File: src/rtl/hub75_scan_ctrl.sv
// HUB75 LED panel scanner: shifts one row-pair bit plane out of a sync-read framebuffer,
// latches it, then lights it for a binary-weighted (BCM) display time.
module hub75_scan_ctrl #(
    parameter int COLS          = 64,
    parameter int ROW_ADDR_BITS = 4,
    parameter int BCM_BITS      = 4,
    parameter int BASE_TICKS    = 8
) (
    input  logic                                   clk,
    input  logic                                   reset,
    input  logic                                   enable,
    output logic [ROW_ADDR_BITS+$clog2(COLS)-1:0]  fb_addr,
    input  logic [6*BCM_BITS-1:0]                  fb_data,
    output logic [5:0]                             hub_rgb,
    output logic                                   hub_clk,
    output logic                                   hub_lat,
    output logic                                   hub_oe_n,
    output logic [ROW_ADDR_BITS-1:0]               hub_row,
    output logic                                   frame_done
);

    localparam int COL_BITS  = $clog2(COLS);
    localparam int CW        = COL_BITS + 1;
    localparam int PW        = (BCM_BITS > 1) ? $clog2(BCM_BITS) : 1;
    localparam int MAX_TICKS = BASE_TICKS << (BCM_BITS - 1);
    localparam int TW        = $clog2(MAX_TICKS + 1);

    typedef enum logic [1:0] {IDLE, SHIFT, LATCH, DISPLAY} state_t;

    state_t                   state, state_n;
    logic [ROW_ADDR_BITS-1:0] row, row_n;
    logic [PW-1:0]            plane, plane_n;
    logic [CW-1:0]            col, col_n;
    logic                     phase, phase_n;
    logic [TW-1:0]            tick, tick_n, dur_m1;
    logic                     last_tick, last_plane, last_row;

    always_comb begin
        dur_m1     = (TW'(BASE_TICKS) << plane) - TW'(1);
        last_tick  = (tick == dur_m1);
        last_plane = (plane == PW'(BCM_BITS - 1));
        last_row   = (row == '1);

        state_n = state;
        row_n   = row;
        plane_n = plane;
        col_n   = col;
        phase_n = phase;
        tick_n  = tick;

        case (state)
            IDLE: begin
                if (enable) begin
                    state_n = SHIFT;
                    row_n   = '0;
                    plane_n = '0;
                    col_n   = '0;
                    phase_n = 1'b0;
                end
            end
            SHIFT: begin
                if (!phase) begin
                    phase_n = 1'b1;
                end else begin
                    phase_n = 1'b0;
                    if (col == CW'(COLS)) begin
                        state_n = LATCH;
                    end else begin
                        col_n = col + CW'(1);
                    end
                end
            end
            LATCH: begin
                state_n = DISPLAY;
                tick_n  = '0;
            end
            DISPLAY: begin
                if (!last_tick) begin
                    tick_n = tick + TW'(1);
                end else begin
                    tick_n  = '0;
                    col_n   = '0;
                    phase_n = 1'b0;
                    if (last_plane) begin
                        plane_n = '0;
                        row_n   = row + ROW_ADDR_BITS'(1);
                    end else begin
                        plane_n = plane + PW'(1);
                    end
                    if (enable) begin
                        state_n = SHIFT;
                    end else begin
                        state_n = IDLE;
                        row_n   = '0;
                        plane_n = '0;
                    end
                end
            end
            default: state_n = IDLE;
        endcase
    end

    // Outputs are registered from next-state values so they line up with the state they describe.
    always_ff @(posedge clk) begin
        if (reset) begin
            state      <= IDLE;
            row        <= '0;
            plane      <= '0;
            col        <= '0;
            phase      <= 1'b0;
            tick       <= '0;
            fb_addr    <= '0;
            hub_rgb    <= '0;
            hub_clk    <= 1'b0;
            hub_lat    <= 1'b0;
            hub_oe_n   <= 1'b1;
            hub_row    <= '0;
            frame_done <= 1'b0;
        end else begin
            state <= state_n;
            row   <= row_n;
            plane <= plane_n;
            col   <= col_n;
            phase <= phase_n;
            tick  <= tick_n;

            if (state_n == SHIFT && !phase_n && col_n < CW'(COLS)) begin
                fb_addr <= {row_n, col_n[COL_BITS-1:0]};
            end

            // RAM data for the address shown in phase 0 arrives during phase 1 of the same slot.
            if (state == SHIFT && phase && col < CW'(COLS)) begin
                for (int unsigned c = 0; c < 6; c++) begin
                    hub_rgb[c] <= fb_data[c*BCM_BITS + plane];
                end
            end

            hub_clk  <= (state_n == SHIFT) && phase_n && (col_n != '0);
            hub_lat  <= (state_n == LATCH);
            hub_oe_n <= (state_n != DISPLAY);

            if (state_n == LATCH) begin
                hub_row <= row_n;
            end

            frame_done <= (state_n == DISPLAY) && (tick_n == dur_m1) && last_plane && last_row;
        end
    end

endmodule
File: config.mk
export PLATFORM = sky130hd
export DESIGN_NAME = hub75_scan_ctrl
export DESIGN_NICKNAME = d
export VERILOG_FILES = /design/src/rtl/hub75_scan_ctrl.sv
export SDC_FILE = /design/constraint.sdc
export NUM_CORES = 1
export LEC_CHECK = 0
export BUFFER_PORTS_ARGS = -buffer_cell sky130_fd_sc_hd__buf_2
export CORE_MARGIN = 1.5
export CORE_UTILIZATION = 45
export CTS_BUF_LIST = sky130_fd_sc_hd__clkbuf_8
export CTS_CLUSTER_SIZE = 14
export DETAILED_ROUTE_END_ITERATION = 8
export GPL_ROUTABILITY_DRIVEN = 0
export PLACE_DENSITY = 0.67
export SETUP_SLACK_MARGIN = 0.1
export SLEW_MARGIN = 40
export SYNTH_ARGS = -nofsm -noshare
export SYNTH_HDL_FRONTEND = slang
export SYNTH_SLANG_ARGS = --single-unit
File: constraint.sdc
create_clock -name clk -period 9.54 [get_ports clk]
set_clock_uncertainty 0.2 [all_clocks]
set_input_delay 1.431 -clock clk [delete_from_list [all_inputs] [get_ports clk]]
set_output_delay 1.431 -clock clk [all_outputs]
set_load 0.005 [all_outputs]
======== Yosys cells after proc, flatten, opt, wreduce, memory -nomap -nowiden ========
Cells that the tools add are included.
cells by class
  $add $sub $neg .......................... 10
  $lt $le $gt $ge ......................... 8
  equality and inequality tests ........... 14
  shift operators ......................... 1
  muxes and demuxes ....................... 39
  reduce and logical (&&, ||, !) cells .... 14
operator list
  kind                                                                           count
  7-bit 2-to-1 mux                                                               5
  1-bit binary-select mux with 5-bit select                                      5
  7-bit one-hot mux with 3 select lines                                          1
  2-bit 2-to-1 mux                                                               8
  4-bit 2-to-1 mux                                                               4
  7-bit by 1-bit adder with 7-bit output (second input constant)                 2
  7-bit == test                                                                  2
  7-bit less-than comparator (second input constant)                             2
  7-bit one-hot mux with 2 select lines                                          1
  5-bit by 2-bit adder with 6-bit output (first input constant)                  2
  5-bit by 6-bit less-than comparator with 1-bit output (second input constant)  2
  6-bit less-than comparator (second input constant)                             2
  4-bit by 2-bit adder with 5-bit output (first input constant)                  2
  2-bit == test (second input constant)                                          5
  1-bit 2-to-1 mux                                                               10
  1-bit logical AND                                                              9
  2-bit one-hot mux with 4 select lines                                          1
  4-bit one-hot mux with 2 select lines                                          1
  7-bit == test (second input constant)                                          1
  7-bit nonzero test                                                             1
  4-bit by 2-bit left shift with 7-bit output (first input constant)             1
  7-bit by 2-bit subtractor with 7-bit output (second input constant)            1
  2-bit by 6-bit less-than comparator with 1-bit output (second input constant)  1
  4-bit by 6-bit less-than comparator with 1-bit output (second input constant)  1
  other kinds (13)                                                               16
storage, ports and cells
  register bits ........................... 47
  input port bits ......................... 27

======== Longest topological paths before layout ========
Gate-level depths: netlist of the first run.
  depth in word-level cells ............... 9
  mapped depth ............................ 10

======== Worst setup path before layout of the first run ========
No wires, ideal clock.
  path type ............................... input to register
  from .................................... input enable
  to ...................................... register hub_row[1]
  setup time .............................. 121 ps
  arrival time ............................ 2954 ps
  required time ........................... 9219 ps
  slack ................................... 6266 ps
  stages on the path ...................... 7
  path buffers ............................ 2
  path through ............................ clkbuf_1 > nor2_1 > o21ai_0 > o311a_1 > clkbuf_1 > or2_2 > mux2_2
between the ends
  word-level cells in the longest chain between the ends .. 4
  elaborated cells between the ends (all ways) .. 9
  those cells by class .................... eq/ne: 1; mux: 8
ends and longest elaborated chain
  what                                   line  source
  start: declaration                     11    input logic enable,
  1-bit 2-to-1 mux                       90    if (enable) begin
  2-bit 2-to-1 mux                       78    if (!last_tick) begin
  2-bit one-hot mux with 4 select lines  51    case (state)
  2-bit == test                          142   if (state_n == LATCH) begin
  end signal: assignment                 143   hub_row <= row_n;
  end: declaration                       18    output logic [ROW_ADDR_BITS-1:0] hub_row,
Parallel ways exist; a longest one is shown, timed or not.
A chain may end at the register's enable or synchronous reset.

======== Final worst setup path of the first run ========
  from .................................... register plane[0]
  to ...................................... register hub_row[1]
between the ends
  word-level cells in the longest chain between the ends .. 6
  elaborated cells between the ends (all ways) .. 11
  those cells by class .................... add/sub: 1; eq/ne: 3; shift: 1; mux: 6
ends and longest elaborated chain
  what                                         line  source
  start: declaration                           32    logic [PW-1:0] plane, plane_n;
  start signal: assignment                     122   plane <= plane_n;
  4-bit by 2-bit left shift with 7-bit output  39    dur_m1 = (TW'(BASE_TICKS) << plane) - TW'(1);
  7-bit by 2-bit subtractor with 7-bit output  39
  7-bit == test                                40    last_tick = (tick == dur_m1);
  2-bit 2-to-1 mux                             78
  2-bit one-hot mux with 4 select lines        51
  2-bit == test                                142
Parallel ways exist; a longest one is shown, timed or not.

==> reports/results.txt, run 1 <==
status: finished, final reports clean
Worst Hold Endpoint: hub_rgb[0]
Syn Nets: 373
EDFF count, synth: 0
Final Power: 0.423 mW
Max Clock Freq: 282 MHz
DRT iter0 DRCs: 273
Max-Cap Viols: 0
final setup violation count: 0
setup TNS: 0 ns
Post-Route WL: 6.72 mm
Comb power frac: 16.3%
overflow left after global routing: 0
clk slew on worst S/H paths: 0.09 ns
Mapped Avg Cell Area: 8.53 um^2
GRT Util Overall: 21.2%
flop2flop setup slack: 6.00 ns
Cell Area, Placed: 0.00311 mm^2
Vias: 2,585
first-pass GRT wire length: 11.2 mm
hold path cells: 2
Setup CP Type: reg -> reg
Antenna Nets Post-Route: 0
clock network power share: 35.9%
RSZ-0062 raised after global routing: no
switch share: 27.8%
Max-Slew Margin vs Limit: 56.1%
TritonRoute pass-1 iters: 4
Crit. End Element: flip-flop
Syn-to-layout area delta: 13.3%
Core Util, Final: 53.6%
final worst path period need: 3.54 ns
number of unique standard cell types used by synthesis: 59
worst hold slack: 0.256 ns
Final Max Tran Viols: 0
Int Pwr: 0.305 mW
Hold Path Class: reg -> reg
clock tree from TritonCTS: done
Antenna diodes: 0
Root Buffer Master: clkbuf_8
vias per cell: 5.80
Worst VDD drop: 0.0733 mV
largest net degree at the start of global routing: 34
min-delay src: hub_rgb[0]
die extent in y: 82.6 um
sequential cell area: 941 um^2
Hold Vio Cnt, Final: 0
port buffer count: 50
Ports: 51
r2r endpoint: hub_row[1]
switching power: 0.118 mW
Worst R2R Start: plane[0]
Syn Inst Count: 334
YS warnings: 0
ys flop type: dfxtp_1
Seq cells post-synth: 47
initial antenna violation count: 0
fillcell total: 587
Seq pwr share: 47.8%
Clk Latency, worst-skew pair: 0.30 ns
crit path max fanout: 13
post-route cell area: 0.00323 mm^2
Tcrit/Tclk final: 37.2%
Lkg Pwr: 1.30 nW
Die X: 82.6 um
Synth Cell Area: 0.00285 mm^2
total core area: 0.00603 mm^2
Worst Tran Pin Value: 0.658 ns
fin nets: 409
Residual DRC: 0
row cnt: 28
worst r2r path cells: 7
CP Launch Type: flip-flop
critical path arrival: 3.55 ns
async set or reset register ratio after synthesis: 0%
layout cells sized above 1: 22.1%
Clock Tree Buf Depth: 2
Initial Util: 47.3%
Pwr per Cell Area: 131 mW/mm^2
area of the multi-input gates: 0.00177 mm^2
DR WL/cell: 15.1 um
TritonCTS buffer count: 5
critical path required time: 9.54 ns
clk sinks: 47
post-synthesis sequential area ratio: 33.0%
HPWL Detailed: 4.97 mm
Hold Buf Count CTS: 0
setup bufs post-CTS: 0
Clock H-tree levels: 2
vias in the first global route: 2,313
die area: 0.00682 mm^2
post-cts sizing count: 0
==> power by group through the flow <==
stage	clock network (mW)	logic [mW]	registers (mW)
floorplan	0	0.0517	0.206
global placement	0	0.0683	0.207
detailed placement	0	0.0682	0.207
CTS	0.155	0.0685	0.202
global route	0.163	0.0760	0.203
finish	0.152	0.0689	0.202
==> through the flow <==
step / setup slack [ns] / cells
finish: 6.00 / 446
CTS: 5.84 / 446
detailed placement: 5.86 / 438
global route: 5.75 / 446
global placement: 5.97 / 438
floorplan: 6.27 / 334
==> cell type report <==
type	instances	area share (%)
flip-flops and latches	47	29.2
multi-input cells	250	54.7
clock inverters	3	1.43
clock buffers	5	2.13
inverters	16	1.86
repair buffers	50	7.75
well taps	75	2.91
==> logic make-up (layout without fill, tap and decap cells) <==
group                    Yosys count  count (layout)  synth area share (%)
AO/OA/AOI/OAI                     89              89                  22.6
buffers and inverters             37              74                  5.09
flip-flops                        47              47                  33.0
AND/OR/NAND/NOR                  122             122                  21.4
XOR/XNOR                           6               6                  2.11
multiplexers                      21              21                  10.5
adder cells (fa/ha/maj)           12              12                  5.27
==> worst max-delay path, cell delays in order, from the launching register on <==
cell and delay, ns:
dfxtp_1 0.71, ha_1 0.34, xor2_2 0.24, mux2i_2 0.50, o21ai_2 0.28, o311a_1 0.50
or2_2 0.38, mux2_2 0.28
==> flip-flops by register name (all words and copies together), names as in the netlist <==
signal and count:
frame_done 1, tick 7, hub_oe_n 1, hub_rgb 6
phase 1, col 7, state 2, fb_addr 10
hub_clk 1, plane 2, hub_lat 1, row 4
hub_row 4
==> worst max path at each step <==
stage             start         end  slack (ns)  cells after the start
5_1_grt        plane[0]  hub_row[1]        5.75                      7
6_report       plane[0]  hub_row[1]        6.00                      7
4_1_cts        plane[0]  hub_row[1]        5.84                      7
3_5_place_dp   plane[0]  hub_row[1]        5.86                      7
2_1_floorplan    enable  hub_row[1]        6.27                      7
3_3_place_gp   plane[0]  hub_row[1]        5.97                      7
==> synthesized netlist by cell type (3+ instances only) <==
| master | instances | area, um^2 |
|---|---|---|
| o21a_1 | 3 | 22.5 |
| mux4_2 | 6 | 135 |
| nor3_1 | 5 | 25.0 |
| nor4_1 | 5 | 31.3 |
| or2_2 | 6 | 37.5 |
| nand3_1 | 10 | 50.1 |
| nand2_1 | 33 | 124 |
| o21ai_0 | 19 | 95.1 |
| nand4_1 | 4 | 25.0 |
| xor2_1 | 3 | 26.3 |
| a21boi_0 | 3 | 22.5 |
| mux2_2 | 5 | 56.3 |
| o2111ai_1 | 3 | 26.3 |
| and2_1 | 5 | 31.3 |
| a22oi_1 | 5 | 37.5 |
| buf_2 | 5 | 25.0 |
| nor2_1 | 28 | 105 |
| inv_1 | 16 | 60.1 |
| nor2b_1 | 10 | 62.6 |
| ha_1 | 12 | 150 |
| clkbuf_1 | 14 | 52.6 |
| dfxtp_1 | 47 | 941 |
| a31oi_1 | 4 | 25.0 |
| a211oi_1 | 4 | 30.0 |
| mux2_1 | 3 | 33.8 |
| nand2b_1 | 3 | 18.8 |
| a21oi_1 | 19 | 95.1 |
| mux2i_1 | 6 | 60.1 |
| o211ai_1 | 6 | 45.0 |
==> placed cells by master, fill, tap and decap left out, types with 5 or more instances in the layout <==
| cell | instances |
|---|---|
| nand2_1 | 33 |
| a22oi_1 | 5 |
| clkbuf_8 | 5 |
| nor4_1 | 5 |
| a21oi_1 | 19 |
| mux2_2 | 5 |
| buf_2 | 50 |
| nand3_1 | 10 |
| nor2b_1 | 10 |
| or2_2 | 6 |
| nor3_1 | 5 |
| mux2i_1 | 6 |
| nor2_1 | 28 |
| dfxtp_1 | 47 |
| mux4_2 | 6 |
| o21ai_0 | 19 |
| and2_1 | 5 |
| o211ai_1 | 6 |
| inv_1 | 16 |
| ha_1 | 12 |
==> layer usage <==
layer / GRT usage [%] / part of all wire [%] / routed length (um)
met1: 30.1 / 47 / 3150
met2: 32.8 / 46 / 3080
met3: 3.74 / 5.7 / 384
met4: 6.17 / 1.6 / 110
met5: 0 / 0 / 0
(Power assumes the default switching activity.)
==> run 2, diff against run 1 <==
clock period = 3.37 ns   (was 9.54 ns; I/O delays follow)
==> reports/results.txt, run 2 (synthesis results as in run 1) <==
Clock H-tree levels: 2 (unchanged)
Syn-to-layout area delta: 15.3%
row cnt: 28 (unchanged)
TritonCTS buffer count: 5 (unchanged)
final worst path period need: 2.97 ns (-0.570 ns)
vias per cell: 5.71 (-1.5%)
Initial Util: 47.3% (unchanged)
Hold Vio Cnt, Final: 0 (unchanged)
max reg flops: 10 (unchanged)
status: finished, final reports clean
DR WL/cell: 15.0 um (-0.21%)
Worst Tran Pin Value: 0.591 ns (-0.0674 ns)
Most flops, register: fb_addr
Lkg Pwr: 1.34 nW (+3.0%)
CP Launch Type: flip-flop
Root Buffer Master: clkbuf_8
clock tree from TritonCTS: done
critical path required time: 3.38 ns (-6.16 ns)
Tcrit/Tclk final: 88.3% (+51 points)
DRT iter0 DRCs: 258 (-5.5%)
commonest cells after routing, fill and taps aside: buf_2, dfxtp_1, nand2_1, nor2_1
setup TNS: 0 ns (unchanged)
dpl ws: 0.258 ns (-5.60 ns)
HPWL Detailed: 5.07 mm (+2.0%)
Finished Layout Cells: 454 (+1.8%)
Setup CP Type: reg -> reg
Die X: 82.6 um (unchanged)
final setup violation count: 0 (unchanged)
Clk Latency, worst-skew pair: 0.31 ns (about the same)
Vias: 2,591 (+0.23%)
critical path arrival: 2.98 ns (-0.57 ns)
largest net degree at the start of global routing: 33 (-2.9%)
first-pass GRT wire length: 11.5 mm (+3.5%)
clk sinks: 47 (unchanged)
fin nets: 417 (+2.0%)
Pwr per Cell Area: 367 mW/mm^2 (+180%)
Antenna diodes: 0 (unchanged)
port buffer count: 50 (unchanged)
clk slew on worst S/H paths: 0.10 ns (about the same)
placed insts: 446 (+1.8%)
GRT Util Overall: 22.0% (+0.85 points)
Core Util, Final: 54.5% (+0.96 points)
Worst VDD drop: 0.260 mV (+250%)
total core area: 0.00603 mm^2 (unchanged)
worst hold slack: 0.257 ns (+0.00129 ns)
Ports: 51 (unchanged)
layout cells sized above 1: 23.7% (+1.6 points)
RSZ-0062 raised after global routing: no
crit path max fanout: 12 (-1)
Post-Route WL: 6.83 mm (+1.6%)
Crit. End Element: flip-flop
Residual DRC: 0 (unchanged)
Max-Cap Viols: 0 (unchanged)
TritonRoute pass-1 iters: 4 (unchanged)
Hold Path Class: reg -> reg
Clock Tree Buf Depth: 2 (unchanged)
initial antenna violation count: 0 (unchanged)
Antenna Nets Post-Route: 0 (unchanged)
Final Max Tran Viols: 0 (unchanged)
commonest non-fill, non-tap cell in the layout: buf_2
fin worst setup slack: 0.395 ns (-5.60 ns)
biggest regs: fb_addr x10, col x7, tick x7
die area: 0.00682 mm^2 (unchanged)
die extent in y: 82.6 um (unchanged)
Hold Buf Count CTS: 0 (unchanged)
Max-Slew Margin vs Limit: 60.6% (+4.5 points)
overflow left after global routing: 0 (unchanged)
vias in the first global route: 2,446 (+5.8%)
Max Clock Freq: 336 MHz (+19%)
[run 2: per-stage QoR]
step | cell area [um^2] | power [mW]
global route | 3280 | 1.26
CTS | 3280 | 1.21
global placement | 3170 | 0.783
finish | 3280 | 1.20
detailed placement | 3170 | 0.784
floorplan | 2850 | 0.728
[run 2: where the power goes]
part | switching (mW) | internal, mW | total, mW
Sequential | 0.00907 | 0.563 | 0.572
Clock | 0.207 | 0.224 | 0.431
Combinational | 0.121 | 0.0800 | 0.201
Total | 0.337 | 0.867 | 1.20
[run 2: what timing repair did]
action,in CTS,in global routing
buffers inserted,0,0
setup endpoints to repair,0,8
resized for setup,0,1
[run 2: critical path: stages (launching register included)]
cell	delay, ns
dfxtp_2	0.50
inv_1	0.11
ha_1	0.23
xor2_1	0.17
nand4_1	0.28
o21ai_1	0.32
buf_4	0.20
o221ai_4	0.20
or2_2	0.37
mux2_2	0.28
[run 2: metal layers]
layer  up-vias  wire length (um)  share of wire [%]  GRT usage (%)
met3        11               311                4.6           3.74
met5         -                 0                  0              0
met1      1211              3290                 48           30.8
li1       1300                 -                  -              -
met4         0                97                1.4           8.33
met2        69              3130                 46           33.8
[run 2: area by class of cell]
cell class                      count  area, um^2
Fill cell                         574        2740
Timing Repair Buffer               58         310
Clock inverter                      3        46.3
Multi-Input combinational cell    250        1760
Clock buffer                        5        68.8
Inverter                           16        60.1
Tap cell                           75        93.8
Sequential cell                    47         942
[run 2: worst paths after layout]
kind                                 start          to  slack, ns  cells past startpoint
worst max-delay path              plane[1]  hub_row[1]       0.40                      9
worst min-delay path            hub_rgb[0]  hub_rgb[0]       0.26                      2
worst max register to register    plane[1]  hub_row[1]       0.40                      9
worst min register to register  hub_rgb[0]  hub_rgb[0]       0.26                      2
==> run 3, diff against run 2 <==
CORE_MARGIN = 2   (was 1.5)
==> reports/results.txt, run 3 (synthesis results as in run 1) <==
Pwr per Cell Area: 347 mW/mm^2 (-5.4%)
vias per cell: 5.70 (about the same)
Clock Tree Buf Depth: 2 (unchanged)
Worst Tran Pin Value: 0.604 ns (+0.0134 ns)
worst hold slack: 0.258 ns (+0.000865 ns)
critical path arrival: 2.92 ns (-0.06 ns)
Max-Slew Margin vs Limit: 59.7% (-0.89 points)
max reg flops: 10 (unchanged)
status: finished, final reports clean
Most flops, register: fb_addr
Tcrit/Tclk final: 86.6% (-1.7 points)
DRT iter0 DRCs: 208 (-19%)
dpl ws: 0.484 ns (+0.227 ns)
TritonCTS buffer count: 5 (unchanged)
TritonRoute pass-1 iters: 5 (+1)
Ports: 51 (unchanged)
fin nets: 417 (unchanged)
die area: 0.00698 mm^2 (+2.4%)
Finished Layout Cells: 454 (unchanged)
RSZ-0062 raised after global routing: no
Hold Path Class: reg -> reg
post-cts sizing count: 0 (unchanged)
critical path required time: 3.38 ns (about the same)
Antenna diodes: 0 (unchanged)
Max-Cap Viols: 0 (unchanged)
biggest regs: fb_addr x10, col x7, tick x7
clk sinks: 47 (unchanged)
Hold Vio Cnt, Final: 0 (unchanged)
overflow left after global routing: 0 (unchanged)
die extent in y: 83.6 um (+1.2%)
Cell Area, Placed: 0.00317 mm^2 (unchanged)
slowest cell delay on critical path: 0.46 ns (-0.04 ns)
setup TNS: 0 ns (unchanged)
CP Launch Type: flip-flop
layout cells sized above 1: 23.5% (-0.26 points)
clk slew on worst S/H paths: 0.10 ns (about the same)
HPWL Detailed: 5.19 mm (+2.4%)
clock tree from TritonCTS: done
Syn-to-layout area delta: 14.5%
initial antenna violation count: 0 (unchanged)
Vias: 2,589 (-0.077%)
Root Buffer Master: clkbuf_8
row cnt: 28 (unchanged)
Final Max Tran Viols: 0 (unchanged)
Clock H-tree levels: 2 (unchanged)
post-route cell area: 0.00326 mm^2 (-0.69%)
first-pass GRT wire length: 11.8 mm (+1.9%)
Hold Buf Count CTS: 0 (unchanged)
Antenna Nets Post-Route: 0 (unchanged)
Lkg Pwr: 1.33 nW (-0.76%)
Setup CP Type: reg -> reg
Crit. End Element: flip-flop
DR WL/cell: 15.3 um (+1.7%)
crit path max fanout: 9 (-3)
Worst VDD drop: 0.255 mV (-1.8%)
Max Clock Freq: 343 MHz (+1.9%)
final setup violation count: 0 (unchanged)
port buffer count: 50 (unchanged)
GRT Util Overall: 19.9% (-2.1 points)
final worst path period need: 2.92 ns (-0.0565 ns)
vias in the first global route: 2,446 (unchanged)
total core area: 0.00603 mm^2 (unchanged)
cell breakdown of the critical path: inv_1 > ha_1 > xor2_1 > nand4_1 > o21ai_1 > buf_4 > o221ai_4 > or2_2 > mux2_2
commonest cells after routing, fill and taps aside: buf_2, dfxtp_1, nand2_1, nor2_1
Initial Util: 47.3% (unchanged)
Residual DRC: 0 (unchanged)
setup bufs post-CTS: 0 (unchanged)
Clk Latency, worst-skew pair: 0.31 ns (about the same)
fin worst setup slack: 0.452 ns (+0.0565 ns)
placed insts: 446 (unchanged)
Die X: 83.6 um (+1.2%)
Worst path slowest cell: dfxtp_1
Post-Route WL: 6.94 mm (+1.7%)
commonest non-fill, non-tap cell in the layout: buf_2
largest net degree at the start of global routing: 33 (unchanged)
[run 3: power by group]
part | total (mW) | internal (mW) | switching [mW]
Sequential | 0.573 | 0.563 | 0.00938
Clock | 0.361 | 0.151 | 0.209
Combinational | 0.198 | 0.0798 | 0.118
[run 3: worst max-delay path, delay by kind of cell, from the launching register on]
family	cells	cell delay (ns)
xor+xnor	1	0.20
simple gates	2	0.65
buf+inv	2	0.28
compound gates	2	0.52
mux	1	0.27
fa+ha+maj	1	0.24
flops	1	0.46
[run 3: final cells by class]
class                      count  area [um^2]
tap                           75         93.8
sequential                    47          941
timing repair buffer          58          310
multi-input combinational    250         1760
fill                         576         2760
inverter                      16         60.1
clock inverter                 3         25.0
clock buffer                   5         68.8
[run 3: layer usage]
layer  GRT usage, %  routed length, um
met4           4.99                102
met5              0                  0
met3           3.56                424
met2           30.9               3040
met1           28.7               3380
[run 3: path summary, 6_finish.rpt]
| kind | startpoint | endpoint | slack [ns] | cells past startpoint |
|---|---|---|---|---|
| min reg2reg | hub_rgb[5] | hub_rgb[5] | 0.26 | 2 |
| max reg2reg | plane[0] | hub_row[1] | 0.45 | 9 |
| min | hub_rgb[5] | hub_rgb[5] | 0.26 | 2 |
| max | plane[0] | hub_row[1] | 0.45 | 9 |
[run 3: through the flow]
stage                     total power, mW  utilization (%)
after detailed placement            0.783             52.6
after global placement              0.781             52.6
final                                1.13             54.1
after global routing                 1.19             54.1
after CTS                            1.14             54.1
after floorplan                     0.728                -
